File: src/rtl/sram_pkg.sv
`default_nettype none
// ============================================================================
// Module : sram_pkg
// Brief  : Shared constants, FSM state type and byte-merge helper for the
//          parametrised dual-port SRAM (sram_dp_param, sram_init_seq).
// Rev    : 1.0  initial release
// ============================================================================
package sram_pkg;

  localparam int BYTE_W      = 8;
  // Widest word the merge helper supports; callers zero-extend into it and
  // truncate the result back to their own width.
  localparam int MAX_DATA_W  = 256;
  localparam int MAX_WMASK_W = MAX_DATA_W / BYTE_W;

  typedef enum logic {
    CLEAR = 1'b0,
    READY = 1'b1
  } sram_state_t;

  // Replace byte i of old_word with byte i of new_word wherever mask[i] is set.
  function automatic logic [MAX_DATA_W-1:0] merge_bytes(
    input logic [MAX_DATA_W-1:0]  old_word,
    input logic [MAX_DATA_W-1:0]  new_word,
    input logic [MAX_WMASK_W-1:0] mask
  );
    logic [MAX_DATA_W-1:0] result;
    result = old_word;
    for (int i = 0; i < MAX_WMASK_W; i++) begin
      if (mask[i]) begin
        result[i*BYTE_W +: BYTE_W] = new_word[i*BYTE_W +: BYTE_W];
      end
    end
    return result;
  endfunction

endpackage
`default_nettype wire

File: src/rtl/sram_init_seq.sv
`default_nettype none
// ============================================================================
// Module : sram_init_seq
// Brief  : CLEAR/READY sequencer. After reset it walks a counter across every
//          word of the array, requesting a zero write per cycle, then drops
//          busy and stays in READY until the next reset.
// Ports  : clk, rst       clock / async active-high reset
//          o_busy         high in CLEAR (including while rst is held)
//          o_clr_we       clear write request for this cycle
//          o_clr_addr     word being cleared this cycle
// Rev    : 1.0  initial release
// ============================================================================
module sram_init_seq
  import sram_pkg::*;
#(
  parameter int ADDR_WIDTH = 4,
  parameter int RAM_DEPTH  = 1 << ADDR_WIDTH
) (
  input  logic                  clk,
  input  logic                  rst,
  output logic                  o_busy,
  output logic                  o_clr_we,
  output logic [ADDR_WIDTH-1:0] o_clr_addr
);

  localparam logic [ADDR_WIDTH-1:0] LAST_ADDR = ADDR_WIDTH'(RAM_DEPTH - 1);

  sram_state_t           r_state;
  sram_state_t           w_state_nxt;
  logic [ADDR_WIDTH-1:0] r_cnt;
  logic [ADDR_WIDTH-1:0] w_cnt_nxt;

  always_ff @(posedge clk or posedge rst) begin
    if (rst) begin
      r_state <= CLEAR;
      r_cnt   <= '0;
    end else begin
      r_state <= w_state_nxt;
      r_cnt   <= w_cnt_nxt;
    end
  end

  always_comb begin
    w_state_nxt = r_state;
    w_cnt_nxt   = r_cnt;
    o_busy      = 1'b0;
    o_clr_we    = 1'b0;
    o_clr_addr  = r_cnt;
    case (r_state)
      CLEAR: begin
        o_busy   = 1'b1;
        o_clr_we = 1'b1;
        // The edge that clears the last word also leaves CLEAR, so busy is
        // high for exactly RAM_DEPTH edges.
        if (r_cnt == LAST_ADDR) begin
          w_state_nxt = READY;
          w_cnt_nxt   = '0;
        end else begin
          w_cnt_nxt = r_cnt + ADDR_WIDTH'(1);
        end
      end
      READY: begin
        w_state_nxt = READY;
      end
      default: begin
        w_state_nxt = CLEAR;
      end
    endcase
  end

endmodule
`default_nettype wire

File: src/rtl/sram_dp_param.sv
`default_nettype none
// ============================================================================
// Module : sram_dp_param
// Brief  : Parametrised behavioural 1RW + 1R dual-port SRAM with byte write
//          mask, registered/held read outputs and a post-reset hardware clear.
// Ports  : clk, rst              clock / async active-high reset
//          csb0, web0            port 0 select / write enable (active low)
//          wmask0, addr0, din0   port 0 byte mask, address, write data
//          dout0                 port 0 registered read data
//          csb1, addr1           port 1 (read-only) select / address
//          dout1                 port 1 registered read data
//          busy                  reset or clear in progress; requests ignored
// Macro  : SRAM_BYPASS_EN - when defined, a port 1 read colliding with a
//          port 0 write returns the merged (new) word; otherwise the old word.
// Note   : DATA_WIDTH must be a multiple of 8 and at most sram_pkg::MAX_DATA_W.
// Rev    : 1.0  initial release
// ============================================================================
module sram_dp_param
  import sram_pkg::*;
#(
  parameter int DATA_WIDTH  = 32,
  parameter int ADDR_WIDTH  = 4,
  parameter int RAM_DEPTH   = 1 << ADDR_WIDTH,
  parameter int WMASK_WIDTH = DATA_WIDTH / 8
) (
  input  logic                   clk,
  input  logic                   rst,
  input  logic                   csb0,
  input  logic                   web0,
  input  logic [WMASK_WIDTH-1:0] wmask0,
  input  logic [ADDR_WIDTH-1:0]  addr0,
  input  logic [DATA_WIDTH-1:0]  din0,
  output logic [DATA_WIDTH-1:0]  dout0,
  input  logic                   csb1,
  input  logic [ADDR_WIDTH-1:0]  addr1,
  output logic [DATA_WIDTH-1:0]  dout1,
  output logic                   busy
);

  logic [DATA_WIDTH-1:0] r_mem [RAM_DEPTH];
  logic [DATA_WIDTH-1:0] r_dout0;
  logic [DATA_WIDTH-1:0] r_dout1;

  logic                  w_busy;
  logic                  w_clr_we;
  logic [ADDR_WIDTH-1:0] w_clr_addr;

  logic                  w_a0_ok;
  logic                  w_a1_ok;
  logic                  w_p0_wr;
  logic                  w_p0_rd;
  logic                  w_p1_rd;
  logic [DATA_WIDTH-1:0] w_old0;
  logic [DATA_WIDTH-1:0] w_old1;
  logic [DATA_WIDTH-1:0] w_merged;
  logic [DATA_WIDTH-1:0] w_p1_data;

  sram_init_seq #(
    .ADDR_WIDTH (ADDR_WIDTH),
    .RAM_DEPTH  (RAM_DEPTH)
  ) u_init_seq (
    .clk        (clk),
    .rst        (rst),
    .o_busy     (w_busy),
    .o_clr_we   (w_clr_we),
    .o_clr_addr (w_clr_addr)
  );

  // RAM_DEPTH may be smaller than the address space; anything above it is
  // treated as unmapped (writes dropped, reads return zero).
  assign w_a0_ok = (32'(addr0) < 32'(RAM_DEPTH));
  assign w_a1_ok = (32'(addr1) < 32'(RAM_DEPTH));

  assign w_p0_wr = !w_busy && !csb0 && !web0 && w_a0_ok;
  assign w_p0_rd = !w_busy && !csb0 &&  web0;
  assign w_p1_rd = !w_busy && !csb1;

  assign w_old0 = w_a0_ok ? r_mem[addr0] : '0;
  assign w_old1 = w_a1_ok ? r_mem[addr1] : '0;

  assign w_merged = DATA_WIDTH'(merge_bytes(MAX_DATA_W'(w_old0),
                                            MAX_DATA_W'(din0),
                                            MAX_WMASK_W'(wmask0)));

`ifdef SRAM_BYPASS_EN
  logic w_coll;
  assign w_coll    = w_p0_wr && w_p1_rd && (addr0 == addr1);
  assign w_p1_data = w_coll ? w_merged : w_old1;
`else
  // Read-before-write: the array update lands after this edge, so port 1
  // naturally sees the old word on a collision.
  assign w_p1_data = w_old1;
`endif

  // Array storage carries no reset; the clear sequence zeroes it instead.
  always_ff @(posedge clk) begin
    if (w_clr_we) begin
      r_mem[w_clr_addr] <= '0;
    end else if (w_p0_wr) begin
      r_mem[addr0] <= w_merged;
    end
  end

  always_ff @(posedge clk or posedge rst) begin
    if (rst) begin
      r_dout0 <= '0;
      r_dout1 <= '0;
    end else begin
      if (w_p0_rd) begin
        r_dout0 <= w_old0;
      end
      if (w_p1_rd) begin
        r_dout1 <= w_p1_data;
      end
    end
  end

  assign dout0 = r_dout0;
  assign dout1 = r_dout1;
  assign busy  = w_busy;

endmodule
`default_nettype wire

File: config.mk
export PLATFORM = sky130hd
export DESIGN_NAME = sram_dp_param
export DESIGN_NICKNAME = d
export VERILOG_FILES = /design/src/rtl/sram_pkg.sv /design/src/rtl/sram_init_seq.sv /design/src/rtl/sram_dp_param.sv
export SDC_FILE = /design/constraint.sdc
export NUM_CORES = 1
export LEC_CHECK = 0
export BUFFER_PORTS_ARGS = -buffer_cell sky130_fd_sc_hd__buf_2
export CORE_ASPECT_RATIO = 0.6
export CORE_MARGIN = 4
export CORE_UTILIZATION = 25
export CTS_CLUSTER_DIAMETER = 50
export CTS_CLUSTER_SIZE = 20
export DETAILED_ROUTE_END_ITERATION = 12
export PLACE_DENSITY = 0.41
export REMOVE_ABC_BUFFERS = 1
export SYNTH_ARGS = -nofsm -noshare
export SYNTH_HDL_FRONTEND = slang
export SYNTH_SLANG_ARGS = --single-unit
File: constraint.sdc
create_clock -name clk -period 3.9 [get_ports clk]
set_input_delay 0.195 -clock clk [delete_from_list [all_inputs] [get_ports clk]]
set_output_delay 0.195 -clock clk [all_outputs]
set_load 0.05 [all_outputs]
# Word-level counts from Yosys, hierarchy flattened
# Memories as Yosys holds them, arrays and structs flattened. A register that Yosys moved wholly into a read port is not among the register bits.
# Cells that the tools add are included.
[word_totals]
ramBits = 512
register_bits = 37
inputBits = 49
memories = 1
word_cells = 29
[op_classes]
add_sub_neg = 1
muxes = 14
reduce_logical = 8
n_bitwise = 1
eq_ne = 1
[mem_list]
columns = ["memory", "depth", "word_bits", "rd", "rd_ports_with_merged_regs", "wr", "line", "source"]
rows = [
  ["r_mem", 16, 32, 2, 1, 1, "sram_dp_param.sv:40", "logic [DATA_WIDTH-1:0] r_mem [RAM_DEPTH];"],
]
[ops]
columns = ["op", "count"]
rows = [
  ["2-to-1 mux 32 bit", 1],
  ["2-to-1 mux 8 bit", 4],
  ["OR reduction 32 bit", 1],
  ["2-to-1 mux 4 bit", 2],
  ["2-to-1 mux 1 bit", 6],
  ["adder 4 x 1 -> 4 bit, second input constant", 1],
  ["equality test 4 bit, second input constant", 1],
  ["logical AND 1 bit", 4],
  ["logical NOT 1 bit", 3],
  ["case mux 1 bit (2 select lines)", 1],
  ["inverter 1 bit", 1],
]

# Longest topological paths before layout
[logic_depth]
word_depth = 8
mapped_depth = 9
mapped_depth_nobuf = 4

# By module
# A second synthesis with hierarchy kept.
[hier_totals]
cells_unflattened = 1805
hier_area_um2 = 27091.0
[by_module_without_submodules]
columns = ["module", "seq_area_each_um2", "instances", "area_each_um2", "cells_per_inst"]
rows = [
  ["sram_dp_param", 16976.3, 1, 26853.3, 1784],
  ["sram_init_seq", 125.1, 1, 237.7, 21],
]

# Worst setup path before layout
# OpenSTA, ideal clock, no wires.
[synth_timing]
kind = "flip-flop to flip-flop"
startpoint = "register u_init_seq.r_state"
endpoint = "memory r_mem[11][0], enable pin"
setup_time_ps = 421
t_required_ps = 3479
path_buffers = 2
t_arrival_ps = 2688
period_less_slack_ps = 3109
stages_incl_launch_ff = 6
path_slack_ps = 791
path_cell_list = "dfrtp_1 -> buf_2 -> nor3b_2 -> clkbuf_1 -> a32oi_1 -> nor2_1"
[synth_between]
elab_chain_len = 7
[synth_lines]
columns = ["element", "line", "source"]
rows = [
  ["start: declaration", "sram_init_seq.sv:28", "sram_state_t r_state;"],
  ["start signal: assignment", "sram_init_seq.sv:38", "r_state <= w_state_nxt;"],
  ["logical AND 1 bit (2 in a row)", "sram_dp_param.sv:74", "assign w_p0_wr = !w_busy && !csb0 && !web0 && w_a0_ok;"],
  ["2-to-1 mux 1 bit", "sram_dp_param.sv:99", "end else if (w_p0_wr) begin"],
  ["2-to-1 mux 1 bit", "sram_dp_param.sv:97", "if (w_clr_we) begin"],
  ["2-to-1 mux 1 bit (implied by the code)", "sram_dp_param.sv:100", "r_mem[addr0] <= w_merged;"],
  ["OR reduction 32 bit (no line)", "-", ""],
  ["2-to-1 mux 4 bit (no line) / 2-to-1 mux 1 bit (equally long branches)", "-", ""],
  ["end: declaration", "sram_dp_param.sv:40", ""],
]
# Several ways; a longest one is shown, not always the timed one.

# Worst setup path after layout
[layout_timing]
startpoint = "register u_init_seq.r_state"
endpoint = "memory r_mem[4][30], enable pin"
# The elaborated chain is that of the path after synthesis.

==> results.ini <==
[critical_path]
start_kind = flop
cp_slowest_cell = nor2_4
path_class = flop to flop
cp.required_ns = 4.16
crit_top_cell = buf_4
slowest_delay_ns = 0.66
cp.depth = 5
critPathTopFamily = simple AND/OR/NAND/NOR gates
path_cells = nor3b_4, buf_4, a31oi_1, nor2_4, buf_4
arrival_ns = 3.47
crit_buf_inv = 2
cp_max_fo = 21
ff2ff_path_depth = 5
crit_path_end_kind = flop

[clock_network]
cts_tree = yes
root_buffer = clkbuf_16
htreeDepth = 2
clk_latency_ns = 0.62
numCtsBuffers = 47
cts.clk_slew.worst_paths_ns = 0.08
cts.path.max_buffers = 3
clock-sinks = 581
post_cts_buffers = 0

[finish]
syn_to_final_growth_pct = 16.5
utilization = 0.294
layout.nets = 1984
drive_above_1_share = 0.245
design_area_mm2 = 0.0316

[status]
status = finished, final reports clean

[global_route]
gr-total-overflow = 0
antenna_found_initial = 4
grt.total_usage = 0.171
grt_pass1_wl_um = 140000
grt_max_degree = 65
grt_pass1_vias = 18000

[yosys]
synth_warnings = 0
ys_seq_elements = 581
yosysSeqAreaShare = 0.630
syn_area_mm2 = 0.0271
synth_cells = 1802
yosysUniqueCellTypes = 46
syn_area_per_cell_um2 = 15.1

[floorplanning]
start_util = 0.252
die_area_mm2 = 0.114
die_h_um = 263
fp-row-count = 93
coreArea_mm2 = 0.108
die_w_um = 433
num_io_pins = 114

[sta]
skew_ns = 0.0280
final.setup.tns_ns = 0
final_hold_viol_count = 0
final_max_slew_viol_count = 0
max-slew-margin-rel = 0.124
finalCriticalPeriod_ns = 3.21
rsz0062_at_grt = no
fmax_mhz = 312
holdWs_ns = 0.130
finalCritPeriodShare = 0.823
tightest_slew_ns = 1.31
setup_viol = 0

[pwr]
power_frac_comb = 0.129
power-per-cell-area_mw_per_mm2 = 440
clock_power_share = 0.370
p_leak_nw = 11.3
seq_power_share = 0.501
p_sw_frac = 0.283
ir_worst_vdd_uv = 312
power.switching_mw = 3.93
internal_power_mw = 9.99

[place]
port_buffers = 113
gp_congestion = 0.778
place_area_mm2 = 0.0300
dpl.hpwl_um = 63900

[worst_hold_path]
hold_class = input port to asynchronous set/reset pin

[run]
max_cap_violations = 0

[detailed_routing]
wirelength_um = 99400
remaining_drc_errors = 0
drt_iter0_markers = 1768
route.vias.total = 17500
drt_first_pass_iters = 5
viasPerCell = 5.16
ant_nets = 0
wl_per_cell_um = 29.3

==> power by group through the flow <==
stage / clock network, mW / registers, mW / logic (mW)
floorplan: 0 / 7.46 / 0.638
global placement: 0 / 7.13 / 1.80
detailed placement: 0 / 7.13 / 1.81
global route: 5.57 / 7.00 / 1.90
finish: 5.15 / 6.98 / 1.79
CTS: 5.30 / 6.99 / 1.81
==> tightest hold or removal path, stage by stage <==
cell           delay [ns]
dlygate4sd3_1        0.54
buf_2                0.14
inv_4                0.32
==> final timing paths <==
path	start	slack [ns]	to
worst min register to register	dout0[9]	0.48	dout0[9]
worst max-delay path	u_init_seq.r_state	0.69	r_mem[4][30]
worst max register to register	u_init_seq.r_state	0.69	r_mem[4][30]
max in group asynchronous	rst	2.86	dout0[1]
min in group clk	addr1[3]	0.13	dout1[31]
worst min-delay path	rst	0.13	dout1[27]
==> cell usage in the layout (no fill, tap or decap), types with 10 or more instances in the layout <==
master and n:
a21oi_1 55, a22oi_1 104, a22oi_2 10, a2bb2oi_1 36
buf_12 21, buf_2 110, buf_4 88, clkbuf_16 49
dfrtp_1 69, edfxtp_1 512, inv_6 11, mux2_2 59
mux2i_1 330, mux4_2 64, nand2_1 119, nand2b_1 11
nand3_1 33, nand4_1 32, nor2_4 17, o211ai_1 32
o21ai_0 53, o21ai_1 18, o22ai_1 35
==> repair_timing <==
| item | CTS | global route |
|---|---|---|
| hold buffers | 1 | 0 |
| hold endpoints to repair | 21 | 0 |
| resized for setup | 0 | 0 |
==> state kept, by name, indices dropped and copies added (netlist names) <==
signal                 cells
r_mem                    512
u_init_seq.o_clr_addr      4
dout0                     32
dout1                     32
u_init_seq.r_state         1
==> metal layers <==
metal | share of wire | GRT usage | vias to the layer above | wire (µm)
met5 | 0.000080 | 0 | - | 8
met4 | 0.021 | 0.0371 | 2 | 2100
met3 | 0.059 | 0.0310 | 132 | 5880
met2 | 0.41 | 0.244 | 619 | 41000
met1 | 0.51 | 0.267 | 9307 | 50400
li1 | - | - | 7472 | -
==> cell type report <==
cell class | count | area [µm²]
diodes | 1 | 2.50
clock buffers | 53 | 1240
clock inverters | 34 | 368
fillers | 10800 | 75900
inverters | 11 | 43.8
multi-input cells | 1071 | 9400
flip-flops and latches | 581 | 17100
well taps | 1425 | 1780
repair buffers | 222 | 1670
==> stage by stage <==
stage	cells	total power [mW]	worst slack [ns]
after detailed placement	3309	8.93	0.618
after global placement	3309	8.93	0.694
after floorplan	1663	8.10	0.133
after CTS	3397	14.1	0.696
after global routing	3397	14.5	0.566
final	3398	13.9	0.692
==> logic make-up (layout without fill, tap and decap cells) <==
kind of cell               count (synthesis)  count (layout)  synth area share
AOI/OAI and AO/OA                        373             373            0.0958
xor gates and xnor gates                   1               1          0.000323
adders and majority gates                  1               1          0.000461
buffers and inverters                    150             320            0.0289
DFF                                      581             581             0.630
muxes                                    463             463             0.205
other                                      0               1                 0
and+or+nand+nor                          233             233            0.0394
==> synth_stat cells (all sizes together) <==
cell     instances  area, µm²
nor3b            3       27.5
nor2            24       92.6
nand2          119        447
dfrtp           69       1730
mux2            69        807
nand3           33        165
a21oi           55        275
o211a            8       80.1
a31oi            6       37.5
a22oi          114        906
a2bb2oi         36        315
a221o            1       10.0
o31ai            1       7.51
o21ai           71        355
nor3             2       10.0
o21ba            6       60.1
clkbuf          63        236
nand3b           1       7.51
a32oi            2       17.5
or2              1       6.26
and2             2       12.5
o22ai           41        294
ha               1       12.5
mux4            64       1440
inv             11       41.3
buf             76        507
nand2b          12       75.1
nor2b            4       25.0
nand4           32        200
o211ai          32        240
xnor2            1       8.76
mux2i          330       3300
edfxtp         512      15400
(Power assumes the default switching activity.)
